**config.mk**
```make
export PLATFORM = sky130hd
export DESIGN_NAME = coprocessor0_register_file
export DESIGN_NICKNAME = d
export VERILOG_FILES = /design/src/rtl/coprocessor0_register_file.sv
export SDC_FILE = /design/constraint.sdc
export NUM_CORES = 1
export LEC_CHECK = 0
export CORE_ASPECT_RATIO = 2
export CORE_MARGIN = 4
export CORE_UTILIZATION = 29
export DETAILED_ROUTE_END_ITERATION = 8
export GPL_ROUTABILITY_DRIVEN = 1
export REMOVE_ABC_BUFFERS = 1
export SLEW_MARGIN = 20
export SYNTH_ARGS = -nofsm -noshare
export SYNTH_HDL_FRONTEND = slang
export SYNTH_SLANG_ARGS = --single-unit
```
**constraint.sdc**
```tcl
create_clock -name clock -period 4.1 [get_ports clock]
set_input_delay 1.025 -clock clock [delete_from_list [all_inputs] [get_ports clock]]
set_output_delay 1.025 -clock clock [all_outputs]
set_load 0.02 [all_outputs]
```
**src/rtl/coprocessor0_register_file.sv**
```systemverilog
// ---------------------------------------------------------------------------
// coprocessor0_register_file
//
// CP0 register file sitting beside the writeback stage. It accepts mtc0
// writes, serves mfc0 reads, commits exceptions and eret, runs the
// Count/Compare timer and produces the interrupt request for the pipeline.
//
// Implemented registers (reg,sel): BadVAddr (8,0), Count (9,0),
// Compare (11,0), Status (12,0), Cause (13,0), EPC (14,0).
// Every other address reads 0 and ignores writes.
//
// Optional feature macro: CP0_TIMER_EN
//   defined   : Count, Compare, timer flag and tick divider are built.
//   undefined : Count/Compare read 0, timer flag is constant 0, no timer flops.
//
// Parameters:
//   RESET_BEV     reset value of Status.bev
//   COUNT_DIVIDE  clock cycles per Count increment (1 or 2)
//
// Ports:
//   clock                      core clock, rising edge
//   reset                      synchronous active-high reset
//   wb_to_cp0                  address, select, write enable, write data
//   read_data                  combinational read of the addressed register
//   exception_valid            commit an exception this cycle
//   exception_code             ExcCode recorded in Cause
//   exception_pc               PC of the faulting instruction
//   exception_delay_slot       faulting instruction sits in a delay slot
//   exception_bad_vaddr_valid  exception carries a bad virtual address
//   exception_bad_vaddr        faulting address
//   eret                       commit eret this cycle
//   hardware_interrupt         external interrupt lines, level-sensitive
//   status                     current Status
//   epc                        current EPC (eret target)
//   interrupt_request          pending enabled interrupt
// ---------------------------------------------------------------------------
package coprocessor0_pkg;
  typedef struct packed {
    logic [4:0]  address_register;
    logic [2:0]  address_select;
    logic        write_enabled;
    logic [31:0] write_data;
  } WBToCP0Data;
endpackage

module coprocessor0_register_file
  import coprocessor0_pkg::*;
#(
  parameter bit RESET_BEV    = 1'b1,
  parameter int COUNT_DIVIDE = 2
) (
  input  logic        clock,
  input  logic        reset,
  input  WBToCP0Data  wb_to_cp0,
  output logic [31:0] read_data,
  input  logic        exception_valid,
  input  logic [4:0]  exception_code,
  input  logic [31:0] exception_pc,
  input  logic        exception_delay_slot,
  input  logic        exception_bad_vaddr_valid,
  input  logic [31:0] exception_bad_vaddr,
  input  logic        eret,
  input  logic [5:0]  hardware_interrupt,
  output logic [31:0] status,
  output logic [31:0] epc,
  output logic        interrupt_request
);

  localparam logic [4:0] REG_BADVADDR = 5'd8;
  localparam logic [4:0] REG_COUNT    = 5'd9;
  localparam logic [4:0] REG_COMPARE  = 5'd11;
  localparam logic [4:0] REG_STATUS   = 5'd12;
  localparam logic [4:0] REG_CAUSE    = 5'd13;
  localparam logic [4:0] REG_EPC      = 5'd14;

  generate
    if (COUNT_DIVIDE != 1 && COUNT_DIVIDE != 2) begin : g_bad_divide
      $error("COUNT_DIVIDE must be 1 or 2");
    end
  endgenerate

  // Status fields
  logic [7:0]  status_mask_reg;
  logic        status_exl_reg;
  logic        status_ie_reg;

  // Cause fields
  logic        cause_bd_reg;
  logic [5:0]  cause_hw_reg;
  logic [1:0]  cause_sw_reg;
  logic [4:0]  cause_code_reg;

  logic [31:0] epc_reg;
  logic [31:0] bad_vaddr_reg;

  logic        timer_flag;
  logic [31:0] count_value;
  logic [31:0] compare_value;

  // Only select 0 exists for the implemented registers.
  logic addr_sel0;
  logic wr_sel0;
  logic wr_status;
  logic wr_cause;
  logic wr_epc;

  assign addr_sel0 = (wb_to_cp0.address_select == 3'd0);
  assign wr_sel0   = wb_to_cp0.write_enabled && addr_sel0;
  assign wr_status = wr_sel0 && (wb_to_cp0.address_register == REG_STATUS);
  assign wr_cause  = wr_sel0 && (wb_to_cp0.address_register == REG_CAUSE);
  assign wr_epc    = wr_sel0 && (wb_to_cp0.address_register == REG_EPC);

  always_ff @(posedge clock) begin
    if (reset) begin
      status_mask_reg <= '0;
      status_exl_reg  <= 1'b0;
      status_ie_reg   <= 1'b0;
      cause_bd_reg    <= 1'b0;
      cause_hw_reg    <= '0;
      cause_sw_reg    <= '0;
      cause_code_reg  <= '0;
      epc_reg         <= '0;
      bad_vaddr_reg   <= '0;
    end else begin
      cause_hw_reg <= hardware_interrupt;

      if (wr_status) begin
        status_mask_reg <= wb_to_cp0.write_data[15:8];
        status_ie_reg   <= wb_to_cp0.write_data[0];
      end

      // EXL is the only Status field contended by exception/eret.
      if (exception_valid)
        status_exl_reg <= 1'b1;
      else if (eret)
        status_exl_reg <= 1'b0;
      else if (wr_status)
        status_exl_reg <= wb_to_cp0.write_data[1];

      if (wr_cause)
        cause_sw_reg <= wb_to_cp0.write_data[9:8];

      if (exception_valid)
        cause_code_reg <= exception_code;

      // A nested exception (EXL already set) keeps the original EPC/BD,
      // so the mtc0 write is free to land on EPC in that case.
      if (exception_valid && !status_exl_reg) begin
        epc_reg      <= exception_delay_slot ? (exception_pc - 32'd4) : exception_pc;
        cause_bd_reg <= exception_delay_slot;
      end else if (wr_epc) begin
        epc_reg <= wb_to_cp0.write_data;
      end

      if (exception_valid && exception_bad_vaddr_valid)
        bad_vaddr_reg <= exception_bad_vaddr;
    end
  end

`ifdef CP0_TIMER_EN
  logic        tick_reg;
  logic [31:0] count_reg;
  logic [31:0] compare_reg;
  logic        timer_flag_reg;
  logic        count_step;
  logic        wr_count;
  logic        wr_compare;

  assign wr_count   = wr_sel0 && (wb_to_cp0.address_register == REG_COUNT);
  assign wr_compare = wr_sel0 && (wb_to_cp0.address_register == REG_COMPARE);
  assign count_step = (COUNT_DIVIDE == 1) ? 1'b1 : tick_reg;

  always_ff @(posedge clock) begin
    if (reset) begin
      tick_reg       <= 1'b0;
      count_reg      <= '0;
      compare_reg    <= '0;
      timer_flag_reg <= 1'b0;
    end else begin
      tick_reg <= ~tick_reg;

      if (wr_count)
        count_reg <= wb_to_cp0.write_data;
      else if (count_step)
        count_reg <= count_reg + 32'd1;

      if (wr_compare)
        compare_reg <= wb_to_cp0.write_data;

      // Clearing by a Compare write beats a match in the same cycle.
      if (wr_compare)
        timer_flag_reg <= 1'b0;
      else if (count_reg == compare_reg)
        timer_flag_reg <= 1'b1;
    end
  end

  assign timer_flag    = timer_flag_reg;
  assign count_value   = count_reg;
  assign compare_value = compare_reg;
`else
  assign timer_flag    = 1'b0;
  assign count_value   = '0;
  assign compare_value = '0;
`endif

  logic [31:0] status_value;
  logic [31:0] cause_value;
  logic        cause_ip7;

  assign cause_ip7 = cause_hw_reg[5] | timer_flag;

  assign status_value = {9'b0, RESET_BEV, 6'b0, status_mask_reg, 6'b0,
                         status_exl_reg, status_ie_reg};

  assign cause_value = {cause_bd_reg, timer_flag, 14'b0, cause_ip7,
                        cause_hw_reg[4:0], cause_sw_reg, 1'b0,
                        cause_code_reg, 2'b0};

  always_comb begin
    read_data = '0;
    if (addr_sel0) begin
      case (wb_to_cp0.address_register)
        REG_BADVADDR: read_data = bad_vaddr_reg;
        REG_COUNT:    read_data = count_value;
        REG_COMPARE:  read_data = compare_value;
        REG_STATUS:   read_data = status_value;
        REG_CAUSE:    read_data = cause_value;
        REG_EPC:      read_data = epc_reg;
        default:      read_data = '0;
      endcase
    end
  end

  assign status = status_value;
  assign epc    = epc_reg;
  assign interrupt_request = status_ie_reg & ~status_exl_reg &
                             (|(cause_value[15:8] & status_mask_reg));

endmodule

```
==> qor.json, run 1 <==
{
  "status": "finished clean",
  "rows": 66,
  "clkPwrFrac_pct": 41.5,
  "hp-class": "reg2reg",
  "synth.avg_cell_area_um2": 8.08,
  "worstPathMaxFanout": 10,
  "fin_hold_ws_ps": 454,
  "pwr_density_cell_nw_per_um2": 312,
  "grtUsageTotal_pct": 19.7,
  "final_min_period_over_clock_period_pct": 95.2,
  "cts_hold_buffers": 0,
  "pre_cts_setup_slack_ps": -87.0,
  "grt_antenna_before_repair": 1,
  "setup.worst_path.start_class": "input port",
  "final.min_clock_period_ps": 3900,
  "fillers": 1650,
  "fmax_mhz": 256,
  "register_area_share_after_synthesis_pct": 37.0,
  "crit_end": "read_data[1]",
  "wl_mm": 18.9,
  "post_synthesis_async_set_or_reset_flop_share_pct": 0,
  "power.static_leakage_uw": 0.00264,
  "p_comb_share_pct": 18.1,
  "regToRegStartpoint": "status_exl_reg$_SDFFE_PP0P_",
  "crit_arrival_ps": 2880,
  "cellInternalPower_uw": 1710,
  "die-width_um": 98.7,
  "crit_type": "in2out",
  "io_buffer_count": 196,
  "grt_remaining_overflow": 0,
  "post_synth_num_cell_types": 54,
  "cts_buffer_depth": 2,
  "vias": 5143,
  "tritoncts_clock_tree": "done",
  "crit_start": "wb_to_cp0[39]",
  "cts.root.buffer_cell": "clkbuf_16",
  "grt_setup_unrepaired": "false",
  "post_synth_edffs": 0,
  "switching_share_pct": 26.1,
  "routabilityCongestion": 0.865,
  "yosysWarnings": 0,
  "final_hold_viol_count": 0,
  "layout.area.seq_um2": 1760,
  "totalNegativeSetupSlack_ps": 0,
  "syn_area_um2": 4770,
  "total_power_uw": 2320,
  "tritoncts.num_buffers": 9,
  "final.setup.worst_slack_ps": 197,
  "design.portCount": 219,
  "multi_input_combinational_cell_area_um2": 2760,
  "post-cts-setup-buffers": 0,
  "synth_top_flop_cell": "dfxtp_1",
  "drt-vias-per-instance": 5.21,
  "finalNetCount": 901,
  "final_layout_size_suffix_gt1_share_pct": 10.3,
  "final_antenna_net_count": 0,
  "reg2reg_depth": 4,
  "flow.area_growth_from_synthesis_pct": 56.0,
  "reg2reg_setup_slack_ps": 2400,
  "cts.reportedPaths.clkPinSlew_ps": 60,
  "die-height_um": 189,
  "synth.ff_latch_count": 88,
  "clock_sinks": 88,
  "net_sw_power_uw": 605,
  "final.setup_skew_ps": 5.54,
  "seq_power_share_pct": 40.4,
  "critical_path_required_ps": 3070,
  "dp_hpwl_mm": 14.3,
  "start_util_pct": 29.5,
  "cp-end-kind": "primary output",
  "timing_worst_slew_pin_value_ps": 919,
  "timing.final.max_slew_violations": 0,
  "placeableCoreArea_um2": 16200,
  "grt_start_max_net_pins": 62,
  "timing.max_cap.violations": 0,
  "regToRegEndpoint": "epc[18]$_SDFFE_PP0P_",
  "first_pass_iters": 8,
  "cts-htree-levels": 3,
  "detailedRoute.firstIterationViolations": 245,
  "syn_inst": 590,
  "first_global_vias": 5251,
  "timing.max_slew.rel_slack_pct": 38.6,
  "drc": 0,
  "die_area_um2": 18700,
  "wire_length_per_cell_after_detailed_routing_um": 19.1,
  "worst_skew_pair.late_latency_ps": 350,
  "wire_length_of_the_first_global_routing_pass_mm": 28.4,
  "irDropWorstVdd_mv": 0.185,
  "final_number_of_setup_violating_endpoints": 0
}
[power groups by stage]
| stage | combinational, uW | sequential (uW) | clock [uW] |
|---|---|---|---|
| after floorplan | 132 | 975 | 0 |
| after global placement | 416 | 956 | 0 |
| after detailed placement | 420 | 956 | 0 |
| after CTS | 422 | 938 | 974 |
| after global routing | 450 | 943 | 1020 |
| final | 419 | 938 | 962 |
[timing repair]
action | 4_1_cts | 5_1_grt
endpoints found under the setup margin | 28 | 4
gates resized for setup | 27 | 4
pin swaps | 1 | 1
endpoints found under the hold margin | 0 | 0
[layer usage]
layer	wire length (um)	track usage, %	up-vias
met1	6510	19.1	2449
li1	-	-	2453
met5	0	0	-
met2	10700	38.8	202
met4	679	8.57	0
met3	1010	4.06	39
[synth_stat cells, types with 2 or more instances]
library cell	instances	share of area, %
buf_2	4	0.42
a311oi_1	10	1.8
nand2_1	110	8.7
nand3_1	11	1.2
nor4_2	3	0.79
clkbuf_1	39	3.1
xor2_1	4	0.73
mux2i_1	18	3.8
or3_1	3	0.39
o21ai_0	2	0.21
buf_1	2	0.16
nor3b_1	5	0.79
a31o_2	2	0.37
and2_1	2	0.26
a22oi_1	33	5.2
a21oi_1	57	6.0
nor3_2	7	1.5
a31oi_1	9	1.2
a211oi_1	4	0.63
nand2b_1	6	0.79
a222oi_1	8	1.7
nor4b_2	2	0.63
dfxtp_1	88	37
a221oi_1	4	0.73
nor4bb_1	2	0.42
conb_1	2	0.16
o22ai_1	7	0.92
or4_4	2	0.47
nor2b_1	8	1.0
nor2_1	45	3.5
a21o_1	2	0.31
inv_1	4	0.31
nor4_1	7	0.92
nor3_1	10	1.0
buf_4	24	3.8
a221oi_2	6	1.9
xnor2_1	21	3.9
[stage by stage]
step                area [um2]  std cells  utilization (%)
detailed placement        7110        971             43.9
global placement          7110        971             43.9
floorplan                 4480        540                -
finish                    7430        988             45.9
CTS                       7420        987             45.9
global route              7430        988             45.9
[area by class of cell]
| type | instances | area share [%] |
|---|---|---|
| Clock buffer | 9 | 3.03 |
| Inverter | 4 | 0.202 |
| Clock inverter | 7 | 1.62 |
| Tap cell | 204 | 3.43 |
| Timing Repair Buffer | 227 | 30.8 |
| Multi-Input combinational cell | 448 | 37.2 |
| Antenna cell | 1 | 0.0337 |
| Sequential cell | 88 | 23.7 |
[worst max-delay path, cell delays in order]
cell             delay (ps)
clkdlybuf4s50_1         490
nand3b_1                200
nor3b_2                 300
buf_12                  190
buf_12                  130
a222oi_1                 90
nor2_1                  120
dlygate4sd2_1           340
[layout by cell type, fill, tap and decap left out, types with 11 or more instances in the layout]
| master | instances |
|---|---|
| clkdlybuf4s50_1 | 163 |
| nand2_1 | 110 |
| dfxtp_1 | 88 |
| a21oi_1 | 57 |
| nor2_1 | 45 |
| a22oi_1 | 33 |
| dlygate4sd2_1 | 27 |
| buf_4 | 23 |
| conb_1 | 22 |
| xnor2_1 | 21 |
| mux2i_1 | 18 |
| nand3_1 | 11 |
[logic make-up after synthesis]
group | share of synthesized area, %
AO/OA/AOI/OAI | 22.2
XOR/XNOR | 4.59
adder cells (fa/ha/maj) | 0.262
buffers and inverters | 7.98
flip-flops | 37.0
multiplexers | 3.78
other | 0.158
AND/OR/NAND/NOR | 24.1
[how the worst min path moves through the flow]
stage | from | to | slack [ps] | cells after the start
after floorplan | bad_vaddr_reg[31]$_SDFFE_PP0P_ | bad_vaddr_reg[31]$_SDFFE_PP0P_ | 430 | 2
after global placement | bad_vaddr_reg[8]$_SDFFE_PP0P_ | bad_vaddr_reg[8]$_SDFFE_PP0P_ | 440 | 2
after detailed placement | bad_vaddr_reg[19]$_SDFFE_PP0P_ | bad_vaddr_reg[19]$_SDFFE_PP0P_ | 450 | 2
after CTS | bad_vaddr_reg[19]$_SDFFE_PP0P_ | bad_vaddr_reg[19]$_SDFFE_PP0P_ | 460 | 2
after global routing | bad_vaddr_reg[3]$_SDFFE_PP0P_ | bad_vaddr_reg[3]$_SDFFE_PP0P_ | 480 | 2
final | bad_vaddr_reg[28]$_SDFFE_PP0P_ | bad_vaddr_reg[28]$_SDFFE_PP0P_ | 450 | 2
Note: power is estimated with default switching activity, not from simulation.
==> inputs of run 2 (changes only) <==
Settings changed: CORE_ASPECT_RATIO 2 to unset, TNS_END_PERCENT set to 5.
==> qor.json, run 2 (synthesis results as in run 1) <==
{
  "timing.max_slew.rel_slack_pct": 48.9,
  "irDropWorstVdd_mv": 0.192,
  "fillers": 1605,
  "tritoncts.num_buffers": 9,
  "vias": 5165,
  "seq_power_share_pct": 42.8,
  "max_stage_delay_ps": 530,
  "cts-htree-levels": 3,
  "first_global_vias": 5012,
  "grtUsageTotal_pct": 19.2,
  "grt_remaining_overflow": 0,
  "timing.critical_path.slowest_stage_cell": "clkdlybuf4s50_1",
  "start_util_pct": 29.8,
  "clkPwrFrac_pct": 37.9,
  "io_buffer_count": 196,
  "tritoncts_clock_tree": "done",
  "drt-vias-per-instance": 5.19,
  "fin_hold_ws_ps": 455,
  "final-instance-count-excl-fill": 996,
  "cp.buffers_inverters": 4,
  "wl_mm": 19.4,
  "finalNetCount": 898,
  "timing_worst_slew_pin_value_ps": 767,
  "final_layout_size_suffix_gt1_share_pct": 10.0,
  "placedCellCount": 976,
  "timing.final.max_slew_violations": 0,
  "drc": 0,
  "fmax_mhz": 248,
  "crit_path_cell_trace": "clkdlybuf4s50_1 -> nand3b_1 -> nor3b_4 -> buf_4 -> buf_6 -> a22oi_1 -> nor2_1 -> dlygate4sd2_1",
  "crit_type": "in2out",
  "grt_antenna_before_repair": 0,
  "first_pass_iters": 5,
  "status": "finished clean",
  "die_area_um2": 18600,
  "routabilityCongestion": 0.769,
  "p_comb_share_pct": 19.3,
  "setup.worst_path.start_class": "input port",
  "crit_arrival_ps": 3010,
  "dp_hpwl_mm": 13.4,
  "grt_start_max_net_pins": 65,
  "cts.root.buffer_cell": "clkbuf_16",
  "final_min_period_over_clock_period_pct": 98.4,
  "final.setup_skew_ps": 7.66,
  "switching_share_pct": 29.2,
  "cts.reportedPaths.clkPinSlew_ps": 60,
  "critical_path_required_ps": 3070,
  "timing.max_cap.violations": 0,
  "totalNegativeSetupSlack_ps": 0,
  "grt_setup_unrepaired": "false",
  "final_util_pct": 45.8,
  "cp-end-kind": "primary output",
  "wire_length_of_the_first_global_routing_pass_mm": 27.5,
  "die-height_um": 136,
  "number_of_antenna_diodes": 0,
  "final_number_of_setup_violating_endpoints": 0,
  "placeableCoreArea_um2": 16000,
  "cts_buffer_depth": 2,
  "worst_path_dominant_cell_family": "buffers and inverters",
  "flow.area_growth_from_synthesis_pct": 53.8,
  "final_cell_mix": "163 x clkdlybuf4s50_1, 110 x nand2_1, 88 x dfxtp_1, 56 x a21oi_1, 45 x nor2_1",
  "final.min_clock_period_ps": 4030,
  "net_sw_power_uw": 639,
  "worstPathMaxFanout": 19,
  "hp-class": "reg2reg",
  "detailedRoute.firstIterationViolations": 269,
  "layout_commonest_cell": "clkdlybuf4s50_1",
  "final_hold_viol_count": 0,
  "pwr_density_cell_nw_per_um2": 298,
  "wire_length_per_cell_after_detailed_routing_um": 19.5,
  "power.static_leakage_uw": 0.00255,
  "final_antenna_net_count": 0,
  "cellInternalPower_uw": 1550,
  "rows": 46,
  "clock_sinks": 88,
  "design.portCount": 219,
  "worst_skew_pair.late_latency_ps": 350,
  "die-width_um": 136
}
[run 2: cell type report]
type,count,area (um2),share of cell area [%]
multi-input cells,449,2790,38.1
well taps,216,270,3.69
clock buffers,9,225,3.07
inverters,4,15.0,0.205
flip-flops and latches,88,1760,24.0
clock inverters,7,70.1,0.956
repair buffers,223,2200,30.0
[run 2: worst min-delay path, cell delays in order, from the launching register on]
cell     delay, ps
dfxtp_1        310
nand2_1         50
a21oi_1         50
[run 2: through the flow]
stage                     instance area, um2  setup WS, ps  power, uW
final                                   7330          67.1       2190
after global routing                    7330          3.07       2280
after CTS                               7270          44.7       2200
after detailed placement                7010          -193       1370
after global placement                  7010          -121       1360
after floorplan                         4480         -1480       1110
[run 2: power by group through the flow]
stage / clock network, uW / logic (uW) / registers, uW
6_report: 828 / 423 / 936
3_5_place_dp: 0 / 416 / 955
5_1_grt: 884 / 452 / 941
4_1_cts: 845 / 418 / 936
3_3_place_gp: 0 / 410 / 954
2_1_floorplan: 0 / 132 / 975
[run 2: final timing paths]
| path | start | cells past startpoint | endpoint | slack [ps] |
|---|---|---|---|---|
| worst min-delay path | bad_vaddr_reg[16]$_SDFFE_PP0P_ | 2 | bad_vaddr_reg[16]$_SDFFE_PP0P_ | 460 |
| worst max register to register | status_exl_reg$_SDFFE_PP0P_ | 6 | epc[31]$_SDFFE_PP0P_ | 2130 |
| worst max-delay path | wb_to_cp0[38] | 8 | read_data[30] | 70 |
| worst min register to register | bad_vaddr_reg[16]$_SDFFE_PP0P_ | 2 | bad_vaddr_reg[16]$_SDFFE_PP0P_ | 460 |
[run 2: timing repair]
action | 4_1_cts | 5_1_grt
cloned | 0 | 3
hold buffers | 0 | 0
buffers inserted | 0 | 1
endpoints found under the setup margin | 32 | 28
gates resized for setup | 32 | 5
pin swaps | 1 | 3
[run 2: layer usage]
layer | vias to the layer above | wire (um) | global-route usage, %
met1 | 2484 | 8400 | 23.7
met2 | 208 | 9530 | 33.0
met3 | 19 | 1250 | 4.26
met5 | - | 0 | 0
met4 | 0 | 255 | 6.10
li1 | 2454 | - | -
==> inputs of run 3 (changes only) <==
Settings changed: PLACE_DENSITY_LB_ADDON set to 0.3.
==> qor.json, run 3 (synthesis results as in run 1) <==
{
  "status": "finished clean",
  "final_antenna_net_count": 0,
  "dp_hpwl_mm": 12.7,
  "cp-end-kind": "primary output",
  "grtUsageTotal_pct": 18.7,
  "routabilityCongestion": 0.774,
  "worst_skew_pair.late_latency_ps": 340,
  "crit_cells": 8,
  "tritoncts.num_buffers": 9,
  "crit_arrival_ps": 2970,
  "cts-htree-levels": 3,
  "setup.worst_path.start_class": "input port",
  "finalNetCount": 895,
  "holdPathStages": 2,
  "pre_cts_setup_slack_ps": -167,
  "timing.final.max_slew_violations": 0,
  "wire_length_per_cell_after_detailed_routing_um": 18.3,
  "die-width_um": 136,
  "grt_setup_unrepaired": "false",
  "detailedRoute.firstIterationViolations": 229,
  "placeableCoreArea_um2": 16000,
  "totalNegativeSetupSlack_ps": 0,
  "pwr_density_cell_nw_per_um2": 307,
  "clock_sinks": 88,
  "wire_length_of_the_first_global_routing_pass_mm": 27.1,
  "final.min_clock_period_ps": 3990,
  "reg2reg_depth": 5,
  "wl_mm": 18.2,
  "io_buffer_count": 196,
  "critical_path_required_ps": 3070,
  "crit_type": "in2out",
  "final.setup_skew_ps": 5.12,
  "final_layout_size_suffix_gt1_share_pct": 9.79,
  "final_number_of_setup_violating_endpoints": 0,
  "timing.critical_path.slowest_stage_cell": "clkdlybuf4s50_1",
  "die_area_um2": 18600,
  "worstPathMaxFanout": 14,
  "cts.reportedPaths.clkPinSlew_ps": 60,
  "layout_commonest_cell": "clkdlybuf4s50_1",
  "irDropWorstVdd_mv": 0.167,
  "number_of_antenna_diodes": 0,
  "grt_remaining_overflow": 0,
  "power.static_leakage_uw": 0.00262,
  "cts_buffer_depth": 2,
  "grt_antenna_before_repair": 0,
  "first_pass_iters": 5,
  "timing.max_slew.rel_slack_pct": 38.8,
  "fmax_mhz": 250,
  "total_power_uw": 2250,
  "final.setup.worst_slack_ps": 106,
  "max_stage_delay_ps": 520,
  "worst_path_dominant_cell_family": "buffers and inverters",
  "timing.max_cap.violations": 0,
  "tritoncts_clock_tree": "done",
  "start_util_pct": 29.8,
  "design.portCount": 219,
  "crit_path_cell_trace": "clkdlybuf4s50_1 -> nand3b_1 -> nor3b_2 -> buf_4 -> buf_12 -> a221oi_1 -> nor2_1 -> dlygate4sd2_1",
  "final_hold_viol_count": 0,
  "fin_hold_ws_ps": 451,
  "hp-class": "reg2reg",
  "timing_worst_slew_pin_value_ps": 918,
  "fillers": 1651,
  "first_global_vias": 4883,
  "post-cts-setup-buffers": 0,
  "cp.buffers_inverters": 4,
  "placed_cell_area_um2": 7000,
  "rows": 46,
  "vias": 4967,
  "drt-vias-per-instance": 5.01,
  "drc": 0,
  "final_min_period_over_clock_period_pct": 97.4,
  "grt_start_max_net_pins": 48,
  "die-height_um": 136,
  "cts.root.buffer_cell": "clkbuf_16",
  "finalInstanceArea_um2": 7320,
  "flow.area_growth_from_synthesis_pct": 53.6,
  "final_cell_mix": "163 x clkdlybuf4s50_1, 110 x nand2_1, 88 x dfxtp_1, 56 x a21oi_1, 45 x nor2_1"
}
-- run 3: changes by cell type in the layout (fill, tap and decap cells not counted), moves of 2 or more --
cell,before,now
dlygate4sd2_1,31,25
dlymetal6s2s_1,0,6
inv_8,4,1
bufinv_16,0,2
-- run 3: final timing paths --
kind,slack (ps),start,end
setup / recovery,110,wb_to_cp0[38],read_data[22]
hold / removal,450,bad_vaddr_reg[28]$_SDFFE_PP0P_,bad_vaddr_reg[28]$_SDFFE_PP0P_
setup reg to reg,2130,status_exl_reg$_SDFFE_PP0P_,epc[31]$_SDFFE_PP0P_
hold reg to reg,450,bad_vaddr_reg[28]$_SDFFE_PP0P_,bad_vaddr_reg[28]$_SDFFE_PP0P_
-- run 3: metrics by stage --
stage                     cells  utilization (%)
after floorplan             540                -
after detailed placement    976             43.8
after global routing        992             45.8
after CTS                   991             45.6
after global placement      976             43.8
final                       992             45.8
-- run 3: what timing repair did --
item | 4_1_cts | 5_1_grt
hold buffers | 0 | 0
pin swaps | 1 | 2
resized for setup | 27 | 10
setup endpoints to repair | 32 | 29
cloned | 0 | 1
endpoints found under the hold margin | 0 | 0
-- run 3: cell type report --
type	count	area, um2	area share (%)
multi-input cells	449	2790	38.0
repair buffers	220	2170	29.7
flip-flops and latches	88	1760	24.1
well taps	216	270	3.69
clock buffers	9	225	3.08
clock inverters	6	93.8	1.28
inverters	4	15.0	0.205
-- run 3: where the power goes --
group	switching [uW]	internal (uW)	leakage (uW)
clock	368	536	0.000157
combinational	200	212	0.00174
sequential	34.0	901	0.000723
-- run 3: worst register-to-register path, cell delays in order (launching register included) --
cell and delay, ps:
dfxtp_1 520, nand2b_1 770, nor3b_1 120, nor3_1 140, o311ai_0 140, a211oi_1 190
-- run 3: layer usage --
| layer | vias up | global-route usage [%] | part of all wire, % | wire length [um] |
|---|---|---|---|---|
| met5 | - | 0 | 0 | 0 |
| met4 | 0 | 5.43 | 1.4 | 263 |
| met3 | 21 | 4.52 | 7.0 | 1280 |
| met2 | 155 | 31.2 | 47 | 8550 |
| met1 | 2352 | 23.9 | 45 | 8110 |
| li1 | 2439 | - | - | - |
